`src/rtl/sgmii_an_pkg.sv`:
```
// Shared constants for the SGMII / 1000BASE-X Clause 37 auto-negotiation
// config path: ordered-set symbols, rx parser states and config-word fields.
package sgmii_an_pkg;

    // 8b/10b symbols used by /C/ and /I/ ordered sets
    localparam logic [7:0] K28_5  = 8'hBC;
    localparam logic [7:0] D21_5  = 8'hB5;  // second symbol of /C1/
    localparam logic [7:0] D2_2   = 8'h42;  // second symbol of /C2/
    localparam logic [7:0] D5_6   = 8'hC5;  // second symbol of /I1/
    localparam logic [7:0] D16_2  = 8'h50;  // second symbol of /I2/

    // Receive parser states
    typedef enum logic [1:0] {
        HUNT   = 2'd0,
        COMMA  = 2'd1,
        CFG_LO = 2'd2,
        CFG_HI = 2'd3
    } rx_state_t;

    // Config-word bit fields, shared with the config transmitter
    localparam int CFG_ACK_BIT      = 14;
    localparam int CFG_NP_BIT       = 15;
    localparam int SGMII_LINK_BIT   = 15;
    localparam int SGMII_DUPLEX_BIT = 12;
    localparam int SGMII_SPEED_LSB  = 10;
    localparam int SGMII_SPEED_W    = 2;
    localparam int SGMII_SEL_BIT    = 0;

    // Second symbol of a /C1/ or /C2/ set
    function automatic logic is_cfg_code(input logic [7:0] d);
        return (d == D21_5) || (d == D2_2);
    endfunction

    // Second symbol of an /I1/ or /I2/ set
    function automatic logic is_idle_code(input logic [7:0] d);
        return (d == D5_6) || (d == D16_2);
    endfunction

endpackage

```
`src/rtl/sgmii_an_match_cnt.sv`:
```
// Saturating consecutive-match counter. An equal event advances the run,
// a not-equal event restarts it at one, clear drops it to zero. The match
// flag is registered and updates on the same edge as the count.
module sgmii_an_match_cnt #(
    parameter int MATCH_COUNT = 3,
    parameter int CNT_W       = 3
) (
    input  logic clk,
    input  logic srst,
    input  logic hit_eq,
    input  logic hit_ne,
    input  logic clear,
    output logic match,
    output logic match_next
);

    logic [CNT_W-1:0] count_reg;
    logic [CNT_W-1:0] count_next;
    logic             match_reg;

    // Next count: clear wins, a mismatch restarts the run, a match extends it
    always_comb begin
        count_next = count_reg;
        if (clear) begin
            count_next = '0;
        end else if (hit_ne) begin
            count_next = CNT_W'(1);
        end else if (hit_eq && (count_reg != CNT_W'(MATCH_COUNT))) begin
            count_next = count_reg + CNT_W'(1);
        end
    end

    assign match_next = (count_next == CNT_W'(MATCH_COUNT));

    // Count and match flag registers
    always_ff @(posedge clk) begin
        if (srst) begin
            count_reg <= '0;
            match_reg <= 1'b0;
        end else begin
            count_reg <= count_next;
            match_reg <= match_next;
        end
    end

    assign match = match_reg;

endmodule

```
`src/rtl/sgmii_an_config_rx.sv`:
```
// Clause 37 receive-side ordered-set parser: finds /C1/ /C2/ /I1/ /I2/ in
// the decoded byte stream, extracts the link-partner config word and
// qualifies it with ability / acknowledge / idle match flags.
module sgmii_an_config_rx
    import sgmii_an_pkg::*;
#(
    parameter int MATCH_COUNT = 3,
    parameter int CNT_W       = 3
) (
    input  logic        clock,
    input  logic        reset,
    input  logic        rx_valid,
    input  logic [7:0]  rx_data,
    input  logic        rx_is_k,
    input  logic        rx_code_err,
    output logic [15:0] cfg_word,
    output logic        cfg_valid,
    output logic        ability_match,
    output logic        ack_match,
    output logic        idle_match,
    output logic        config_seen,
    output logic        rx_err
);

    rx_state_t   state_reg;
    logic [7:0]  lo_byte_reg;
    logic [15:0] cfg_word_reg;
    logic        cfg_valid_reg;
    logic        config_seen_reg;
    logic        rx_err_reg;

    logic        comma_det;
    logic        cfg_start;
    logic        lo_done;
    logic        word_done;
    logic        idle_done;
    logic        abort;
    logic [15:0] new_word;
    logic [15:0] word_diff;
    logic        word_eq;
    logic        cfg_match_next;
    logic        idle_match_next;

    // Classify the accepted byte against the current parser state
    always_comb begin
        comma_det = 1'b0;
        cfg_start = 1'b0;
        lo_done   = 1'b0;
        word_done = 1'b0;
        idle_done = 1'b0;
        abort     = 1'b0;
        if (rx_valid) begin
            if (rx_code_err) begin
                abort = 1'b1;
            end else begin
                case (state_reg)
                    HUNT: begin
                        comma_det = rx_is_k && (rx_data == K28_5);
                    end
                    COMMA: begin
                        if (!rx_is_k && is_cfg_code(rx_data)) begin
                            cfg_start = 1'b1;
                        end else if (!rx_is_k && is_idle_code(rx_data)) begin
                            idle_done = 1'b1;
                        end else begin
                            abort = 1'b1;
                        end
                    end
                    CFG_LO: begin
                        if (rx_is_k) abort = 1'b1;
                        else         lo_done = 1'b1;
                    end
                    CFG_HI: begin
                        if (rx_is_k) abort = 1'b1;
                        else         word_done = 1'b1;
                    end
                    default: ;
                endcase
            end
        end
    end

    // Incoming word compared bit-by-bit with the previous one, ACK excluded
    assign new_word = {rx_data, lo_byte_reg};

    generate
        for (genvar gi = 0; gi < 16; gi++) begin : g_cmp
            if (gi == CFG_ACK_BIT) begin : g_ack
                assign word_diff[gi] = 1'b0;
            end else begin : g_bit
                assign word_diff[gi] = new_word[gi] ^ cfg_word_reg[gi];
            end
        end
    endgenerate

    assign word_eq = ~|word_diff;

    // Parser FSM with registered word, pulses and sticky config flag
    always_ff @(posedge clock) begin
        if (reset) begin
            state_reg       <= HUNT;
            lo_byte_reg     <= '0;
            cfg_word_reg    <= '0;
            cfg_valid_reg   <= 1'b0;
            config_seen_reg <= 1'b0;
            rx_err_reg      <= 1'b0;
        end else begin
            cfg_valid_reg <= word_done;
            rx_err_reg    <= abort;
            if (abort || word_done || idle_done) begin
                state_reg <= HUNT;
            end else if (comma_det) begin
                state_reg <= COMMA;
            end else if (cfg_start) begin
                state_reg <= CFG_LO;
            end else if (lo_done) begin
                state_reg   <= CFG_HI;
                lo_byte_reg <= rx_data;
            end
            if (word_done) begin
                cfg_word_reg    <= new_word;
                config_seen_reg <= 1'b1;
            end else if (idle_match_next) begin
                config_seen_reg <= 1'b0;
            end
        end
    end

    // Run of equal config words; broken by idles and errors
    sgmii_an_match_cnt #(
        .MATCH_COUNT (MATCH_COUNT),
        .CNT_W       (CNT_W)
    ) u_cfg_cnt (
        .clk        (clock),
        .srst       (reset),
        .hit_eq     (word_done & word_eq),
        .hit_ne     (word_done & ~word_eq),
        .clear      (abort | idle_done),
        .match      (ability_match),
        .match_next (cfg_match_next)
    );

    // Run of idle sets; broken by config words and errors
    sgmii_an_match_cnt #(
        .MATCH_COUNT (MATCH_COUNT),
        .CNT_W       (CNT_W)
    ) u_idle_cnt (
        .clk        (clock),
        .srst       (reset),
        .hit_eq     (idle_done),
        .hit_ne     (1'b0),
        .clear      (abort | word_done),
        .match      (idle_match),
        .match_next (idle_match_next)
    );

    assign cfg_word    = cfg_word_reg;
    assign cfg_valid   = cfg_valid_reg;
    assign config_seen = config_seen_reg;
    assign rx_err      = rx_err_reg;
    assign ack_match   = ability_match & cfg_word_reg[CFG_ACK_BIT];

endmodule

```
`config.mk`:
```
export PLATFORM = sky130hd
export DESIGN_NAME = sgmii_an_config_rx
export DESIGN_NICKNAME = d
export VERILOG_FILES = /design/src/rtl/sgmii_an_pkg.sv /design/src/rtl/sgmii_an_match_cnt.sv /design/src/rtl/sgmii_an_config_rx.sv
export SDC_FILE = /design/constraint.sdc
export NUM_CORES = 1
export LEC_CHECK = 0
export ABC_AREA = 1
export CELL_PAD_IN_SITES_DETAIL_PLACEMENT = 0
export CELL_PAD_IN_SITES_GLOBAL_PLACEMENT = 1
export CORE_MARGIN = 5
export CORE_UTILIZATION = 36
export CTS_CLUSTER_DIAMETER = 120
export DETAILED_ROUTE_END_ITERATION = 7
export GPL_ROUTABILITY_DRIVEN = 0
export MAX_ROUTING_LAYER = met4
export PLACE_DENSITY = 0.75
export SETUP_SLACK_MARGIN = 0.05
export SYNTH_ARGS = -nofsm -noshare
export SYNTH_HDL_FRONTEND = slang
export SYNTH_SLANG_ARGS = --single-unit
```
`constraint.sdc`:
```
create_clock -name clock -period 1.95 [get_ports clock]
set_input_delay 0.39 -clock clock [delete_from_list [all_inputs] [get_ports clock]]
set_output_delay 0.39 -clock clock [all_outputs]
set_load 0.05 [all_outputs]
```
==> out/summary.md, run 1 <==
The run finished with clean final reports. At the placement stage, the worst setup path has a slack of -0.234 ns. The first-pass GRT wire length is 7.66 mm, and the final number of setup-violating endpoints is 0. The portion of netlist area occupied by mux cells came out at 0%. The total inserted antenna cells is 0, and the total half-perimeter wirelength after legalization and detailed placement is 3.27 mm. Counting the fill cells in the layout gives 462. The critical path is of the flip-flop to output pin type. 35 I/O pins were placed. The clock network fraction of design power was 44.3%. The run gives 0 as the number of endpoints with negative hold slack in the final report. The logs give 25.2% for the met2 usage in global routing and 0.348 mV for the peak supply drop.

The flip-flop count of the largest register after layout is 16. The count of cell types in the netlist is 24. The startpoint identified for the worst hold timing path is lo_byte_reg[4]$_SDFFE_PP0P_. The die is 80.6 µm wide.

Arrival time at the worst endpoint: 1.41 ns. The number of instances in the synthesized netlist was 251. The buffering stage count on the worst path with inverters included came out at 1.

The library cell with the largest summed area after synthesis is sky130_fd_sc_hd__dfxtp_1. The number of warnings reported in the yosys synthesis log is 0. In this run the tool buffered the top-level ports with 34 buffer cells.

The utilization of the core after routing came out at 54.8%. The clock reaches the later pin of the worst-skew pair after 0.29 ns. Row generation in the floorplan step produced 25 rows. The overall die area is 6500 µm², and the total congestion overflow is 0. The adder-cell area share of the yosys netlist was 2.79%; the power after layout was 1.58 mW.

The complex-gate fraction of the synthesized area was 12.8%; the post-synth design cell area was 1790 µm². The tools report the worst slew margin relative to its limit as 66.0%. The tightest min-delay check is of the flip-flop to flip-flop type. The count of nets after finishing was 336. The endpoint identified for the worst register-to-register timing path is u_cfg_cnt.match$_SDFF_PP0_. The most utilized layer in the global route result was met2. The worst hold path cell count is 2, and the minimum clock period is 1.80 ns. Adding up every negative setup slack in the final design gives 0 ns.

The number of nets produced by synthesis came out at 268. In the layout the commonest cells are 59 x sky130_fd_sc_hd__nand2_1, 42 x sky130_fd_sc_hd__buf_4, 37 x sky130_fd_sc_hd__dfxtp_1. After detailed routing, the average wire length per cell comes to 11.2 µm. For this run, the detailed router's first-pass iteration total came to 4. The count of final max-slew check failures was 0; the sequential share of power was 47.9%. Counting flops and latches in the post-synthesis netlist gives 37. The number of buffers created by CTS was 5; the simple logic cell fraction of the synthesized area was 28.3%. The via count of the first global-routing pass is 1725, and the net load switching power is 348 µW. For hold timing, the worst endpoint is cfg_word[4]$_SDFFE_PP0P_.

In the global route stage, overall resource usage came out at 15.5%. In this run the clock root is driven by a sky130_fd_sc_hd__clkbuf_8. Xor/xnor cell area share of the yosys netlist: 7.32%.

The number of levels the H-tree was split into came out at 2. Global routing consumed, on the met3 layer, 3.81% of the routing resources. The combinational cell fraction of total power came out at 7.8%. The run gives 53 as the number of design-rule violations left by the first detailed-router iteration. The part of the cycle the worst path needs came out at 92.3%. For this run, design rule violations remaining after detail routing come to 0. Ranked by total cell area, the synthesized netlist is headed by sky130_fd_sc_hd__dfxtp_1 41%, sky130_fd_sc_hd__nand2_1 13%, sky130_fd_sc_hd__a21oi_1 8.1%.

The initial standard-cell utilization of the core was 37.5%. The commonest non-fill, non-tap cell in the layout is sky130_fd_sc_hd__nand2_1. The clock arrives with 0.0101 ns of skew. The portion of the post-synthesis area used by sequential elements is 41.3%, and the achievable frequency is 556 MHz. The master of the slowest instance on the critical path was sky130_fd_sc_hd__clkdlybuf4s50_1. The flop-to-flop setup slack was 0.38 ns; the transition time at the pin with the least slew margin was 0.510 ns. In this run the vertical extent of the chip is 80.6 µm. The average instance area after synthesis was 7.15 µm².

CTS saw 37 sinks. Dividing the detail-routed via count by the number of cells gives 4.50. The largest single stage delay on the critical path is 0.80 ns. The tools report the max-cap check violation count as 0. Traced cell by cell, the critical path runs through clkdlybuf4s50_1. Relative to the synthesized area, the layout overhead comes to 46.1%. Summed over all layers, the routed wires come to 4.35 mm.

TritonCTS built the clock tree. STA classifies the critical path startpoint as a flip-flop. The clock transition time at the flip-flop clock pins of the worst setup and hold paths is 0.08 ns. Counting along the longest clock path gives a buffer depth of 2. The worst setup path is captured at an output pin.

Entering global routing, the biggest net connects 20 pins. The core region is 4790 µm². The switching part of the total power is 22.1%.

In the final layout, the multi-input gates occupy 943 µm². The worst path meets setup with 0.150 ns of slack. The number of cells on the worst reg-to-reg path is 10. The count of vias placed by the detailed router was 1743; the share of cells above drive strength 1 was 24.1%.

The required time of the worst setup path came out at 1.56 ns. The kind of cell with the highest combined delay along the critical path is buffers and inverters. The internal power consumption came out at 1.23 mW. The largest family of logic cells by synthesized area is simple AND/OR/NAND/NOR gates. Setup repair after global routing left no endpoint under its margin.

Power density normalized to cell area: 602 nW/µm². Summing all flip-flop and latch instances after layout gives 741 µm². The top fanout value on the critical path was 2; the initial antenna violation count was 0. The analysis attributes to cell leakage a power of 1.35 nW.

For this run, global-route usage on met1 was measured as 19.1%. Count of nets left with antenna violations after detail routing: 0. Summed over its instances, the top area cell type makes up 41.3% of the synthesized netlist area. The worst register-to-register path begins at cfg_word[12]$_SDFFE_PP0P_.
[power by group through the flow]
stage          clock (mW)  combinational, mW  sequential (mW)
4_1_cts             0.717              0.121            0.756
6_report            0.700              0.123            0.756
5_1_grt             0.756              0.136            0.756
2_1_floorplan           0             0.0432            0.777
3_3_place_gp            0              0.121            0.774
3_5_place_dp            0              0.120            0.774
[what timing repair did]
item | CTS | global route
gates resized for setup | 0 | 26
buffers inserted | 0 | 5
hold buffers | 0 | 0
setup endpoints to repair | 0 | 16
[worst max-delay path by stage]
| stage | start | to | cells past startpoint |
|---|---|---|---|
| 2_1_floorplan | cfg_word[4]$_SDFFE_PP0P_ | u_cfg_cnt.match$_SDFF_PP0_ | 10 |
| 3_3_place_gp | rx_data[7] | config_seen$_SDFFE_PP0P_ | 15 |
| 3_5_place_dp | rx_data[7] | config_seen$_SDFFE_PP0P_ | 15 |
| 4_1_cts | cfg_word[14]$_SDFFE_PP0P_ | cfg_word[14] | 1 |
| 5_1_grt | config_seen$_SDFFE_PP0P_ | config_seen | 1 |
| 6_report | u_cfg_cnt.match$_SDFF_PP0_ | ability_match | 1 |
[cell usage after synthesis]
master	count
sky130_fd_sc_hd__nand2_1	61
sky130_fd_sc_hd__dfxtp_1	37
sky130_fd_sc_hd__a21oi_1	29
sky130_fd_sc_hd__nor2_1	25
sky130_fd_sc_hd__inv_1	20
sky130_fd_sc_hd__o21ai_0	16
sky130_fd_sc_hd__nand3_1	11
sky130_fd_sc_hd__inv_2	8
sky130_fd_sc_hd__xor2_1	8
sky130_fd_sc_hd__xnor2_1	7
sky130_fd_sc_hd__ha_1	4
sky130_fd_sc_hd__nand2_2	4
sky130_fd_sc_hd__clkbuf_1	3
sky130_fd_sc_hd__nand4_1	3
sky130_fd_sc_hd__buf_2	2
sky130_fd_sc_hd__nand3b_1	2
sky130_fd_sc_hd__nor2_2	2
sky130_fd_sc_hd__nor2_4	2
sky130_fd_sc_hd__nor3_1	2
sky130_fd_sc_hd__buf_4	1
sky130_fd_sc_hd__nand3_2	1
sky130_fd_sc_hd__nor3_2	1
sky130_fd_sc_hd__nor4_1	1
sky130_fd_sc_hd__o21ai_1	1
[cells by family after synthesis]
logic type               Yosys count
flip-flops                        37
adder cells (fa/ha/maj)            4
XOR/XNOR                          15
buffers and inverters             34
AND/OR/NAND/NOR                  115
AO/OA/AOI/OAI                     46
[layout make-up]
cell class	count	area share, %
clock inverter	2	1.43
inverter	28	4.11
sequential	37	28.3
tap	67	3.20
clock buffer	6	3.15
timing repair buffer	67	23.9
multi-input combinational	180	36.0
[layer usage]
layer	vias to the layer above	part of all wire, %
met1	769	47
met2	30	47
met4	0	1.1
met5	-	0
li1	937	-
met3	7	4.2
[through the flow]
stage,std cells,instance area (µm²),hold slack (ns)
final,387,2620,0.490
after global routing,387,2620,0.517
after CTS,382,2520,0.494
after detailed placement,374,2400,0.483
after global placement,374,2400,0.478
after floorplan,251,1790,0.456
Power figures use the tool's default switching activity.
==> inputs of run 2 (changes only) <==
HOLD_SLACK_MARGIN = 0.15   (was not set)
==> results of run 2 <==
Final layout, timing and power as in run 1 (identical DEF).
==> inputs of run 3 (changes only) <==
CORE_UTILIZATION = 33   (was 36)
PLACE_DENSITY = 0.72   (was 0.75)
clock period = 1.6 ns   (was 1.95 ns; I/O delays follow)
==> out/summary.md, run 3 (same netlist as run 1, synthesis figures left out) <==
The tools report the largest net degree at the start of global routing as 19 (was 20). The tools report the count of vias placed by the detailed router as 1771 (was 1743). For the number of buffers created by CTS, the log shows 5 (unchanged). Setup repair after global routing could not meet its margin everywhere. The worst setup skew after layout came out at 0.00397 ns (was 0.0101 ns). The power after layout is 1.73 mW (was 1.58 mW). The logs give 0.29 ns (about the same) for the insertion delay of the later-clocked pin in the worst-skew pair and 1.24 nW (was 1.35 nW) for the leakage dissipation.

The flip-flop count of the largest register after layout works out to 16 (unchanged). The logs give 83.6% (was 66.0%) for the worst slew margin relative to its limit and 0.445 mV (was 0.348 mV) for the peak supply drop. The detail-routed via count per cell was 4.45 (was 4.50); the overall routing resource usage was 14.2% (was 15.5%).

The count of nets after finishing was 344 (was 336). The top fanout value on the critical path is 3 (was 2). The width of the die works out to 83.7 µm (was 80.6 µm). The layout overhead on the synthesized area was 50.1% (was 46.1%). The path type of the worst min-delay path was input port to flip-flop (was flip-flop to flip-flop). The tools report the number of sinks driven by the clock tree as 37 (unchanged). Number of levels the H-tree was split into: 2 (unchanged).

For the required time of the worst setup path, the log shows 1.79 ns (was 1.56 ns). The flop-to-flop setup slack came out at 0.17 ns (was 0.38 ns). TritonCTS built the clock tree. The transition time at the pin with the least slew margin is 0.244 ns (was 0.510 ns). The run finished with clean final reports. The share of cells above drive strength 1 is 40.5% (was 24.1%). The tools report the post-route DRC violation count as 0 (unchanged). The number of iterations in the first detailed-routing pass was 4 (unchanged). The count of hold-fix buffers inserted at cts was 0 (unchanged); the power density normalized to cell area was 644 nW/µm² (was 602 nW/µm²). The achievable frequency came out at 693 MHz. The instance count after placement with tap cells included came out at 380 (was 374). Category of the worst setup path capture point: a flip-flop (was an output pin). Initial antenna violation count: 0 (unchanged).

The y dimension of the die is 83.7 µm (was 80.6 µm), and the number of top-level pins is 35 (unchanged). The logs give 0 (unchanged) for the total inserted antenna cells and 398 (was 387) for the post-route non-filler standard cell count. The final number of setup-violating endpoints is 0 (unchanged), and the final standard cell area without fillers is 2690 µm² (was 2620 µm²). For the arrival time at the worst endpoint, the log shows 1.63 ns (was 1.41 ns). The initial standard-cell utilization of the core is 34.5% (was 37.5%), and the part of the cycle the worst path needs is 90.2%. Count of final max-slew check failures: 0 (unchanged). For the maximum clock insertion buffer count, the log shows 2 (unchanged).

Subtracting the final worst setup slack from the clock period gives 1.44 ns. The total of buffers placed on input and output ports is 34 (unchanged), and the total half-perimeter wirelength after legalization and detailed placement is 3.49 mm (was 3.27 mm). The path type of the worst setup path was input port to flip-flop (was flip-flop to output pin). Commonest non-fill, non-tap cell in the layout: sky130_fd_sc_hd__buf_4 (was sky130_fd_sc_hd__nand2_1). The overall die area is 7010 µm² (was 6500 µm²), and the total congestion overflow is 0 (unchanged).

The max-cap check violation count is 0 (unchanged), and the placement row count is 26 (was 25). The clock transition time at the flip-flop clock pins of the worst setup and hold paths is 0.08 ns (about the same). The average wire length per cell after detail routing is 11.4 µm (was 11.2 µm), and the number of design-rule violations left by the first detailed-router iteration is 96 (was 53). Clock root buffer master: sky130_fd_sc_hd__clkbuf_8 (unchanged). Smallest hold slack: 0.401 ns (was 0.490 ns). The run gives 544 (was 462) as the number of filler instances in the final layout. Via count of the first global-routing pass: 1794 (was 1725). The tools report the total core area as 5200 µm² (was 4790 µm²). Commonest cells after routing, fill and taps aside: 56 x sky130_fd_sc_hd__buf_4, 53 x sky130_fd_sc_hd__nand2_1, 28 x sky130_fd_sc_hd__a21oi_1 (was 59 x sky130_fd_sc_hd__nand2_1, 42 x sky130_fd_sc_hd__buf_4, 37 x sky130_fd_sc_hd__dfxtp_1).

The number of endpoints with negative hold slack in the final report is 0 (unchanged). The wire length after detailed routing came out at 4.54 mm (was 4.35 mm). The tools report the critical path launch point type as an input port (was a flip-flop). For the total cell area at the placement stage, the log shows 2460 µm² (was 2400 µm²). The count of nets left with antenna violations after detail routing came out at 0 (unchanged). The first-pass GRT wire length came out at 7.91 mm (was 7.66 mm).
[run 3: changes by cell type in the layout (fill, tap and decap cells not counted), moves of 6 or more]
cell | before | now
sky130_fd_sc_hd__dfxtp_2 | 0 | 16
sky130_fd_sc_hd__buf_4 | 42 | 56
sky130_fd_sc_hd__dfxtp_1 | 37 | 20
sky130_fd_sc_hd__dlymetal6s2s_1 | 16 | 0
sky130_fd_sc_hd__nand2_1 | 59 | 53
sky130_fd_sc_hd__clkdlybuf4s50_1 | 7 | 1
[run 3: per-layer routing]
metal	global-route usage (%)	up-vias	share of wire [%]
li1	-	953	-
met1	16.5	788	47
met2	23.8	26	49
met3	3.46	4	3.3
met4	5.26	0	1.1
met5	-	-	0
[run 3: layout make-up]
class	count	area [µm²]	area share [%]
Multi-Input combinational cell	180	1000	37.3
Sequential cell	37	764	28.4
Timing Repair Buffer	75	642	23.8
Inverter	28	108	4.00
Tap cell	70	87.6	3.25
Clock buffer	5	68.8	2.56
Clock inverter	3	17.5	0.651
[run 3: critical path, stage by stage]
cell                            delay, ns
sky130_fd_sc_hd__dlygate4sd2_1       0.26
sky130_fd_sc_hd__inv_2               0.06
sky130_fd_sc_hd__nand2_1             0.06
sky130_fd_sc_hd__nor2_2              0.15
sky130_fd_sc_hd__nand2_2             0.08
sky130_fd_sc_hd__nand3_2             0.09
sky130_fd_sc_hd__nor2_4              0.05
sky130_fd_sc_hd__buf_4               0.13
sky130_fd_sc_hd__nand3b_1            0.09
sky130_fd_sc_hd__nand2_1             0.06
sky130_fd_sc_hd__nor2_1              0.10
sky130_fd_sc_hd__nand2_1             0.07
sky130_fd_sc_hd__nand2_1             0.06
sky130_fd_sc_hd__nand2_1             0.04
[run 3: where the power goes]
| group | total, mW | leakage (nW) | internal, mW | switching [mW] |
|---|---|---|---|---|
| registers | 0.919 | 0.307 | 0.919 | 0.000243 |
| logic | 0.172 | 0.884 | 0.0830 | 0.0894 |
| clock network | 0.643 | 0.0439 | 0.301 | 0.343 |
[run 3: worst paths after layout]
path / to / cells past startpoint / from
setup / recovery: config_seen$_SDFFE_PP0P_ / 14 / rx_data[6]
hold / removal: cfg_word[15]$_SDFFE_PP0P_ / 4 / rx_data[7]
setup reg to reg: config_seen$_SDFFE_PP0P_ / 12 / state_reg[1]$_SDFFE_PP0P_
hold reg to reg: cfg_word[4]$_SDFFE_PP0P_ / 2 / lo_byte_reg[4]$_SDFFE_PP0P_
[run 3: through the flow]
step | setup slack, ns | utilization [%] | setup TNS (ns)
4_1_cts | 0.0810 | 49.8 | 0
2_1_floorplan | 0.150 | - | 0
5_1_grt | 0.00340 | 51.7 | 0
3_3_place_gp | -0.521 | 47.4 | -9.68
3_5_place_dp | -0.514 | 47.4 | -9.70
6_report | 0.157 | 51.7 | 0
[run 3: repair_timing]
| action | CTS | global route |
|---|---|---|
| endpoints found under the hold margin | 0 | 0 |
| setup endpoints to repair | 15 | 11 |
| buffers inserted | 4 | 6 |
| pin swaps | 5 | 16 |
| gates resized for setup | 21 | 35 |
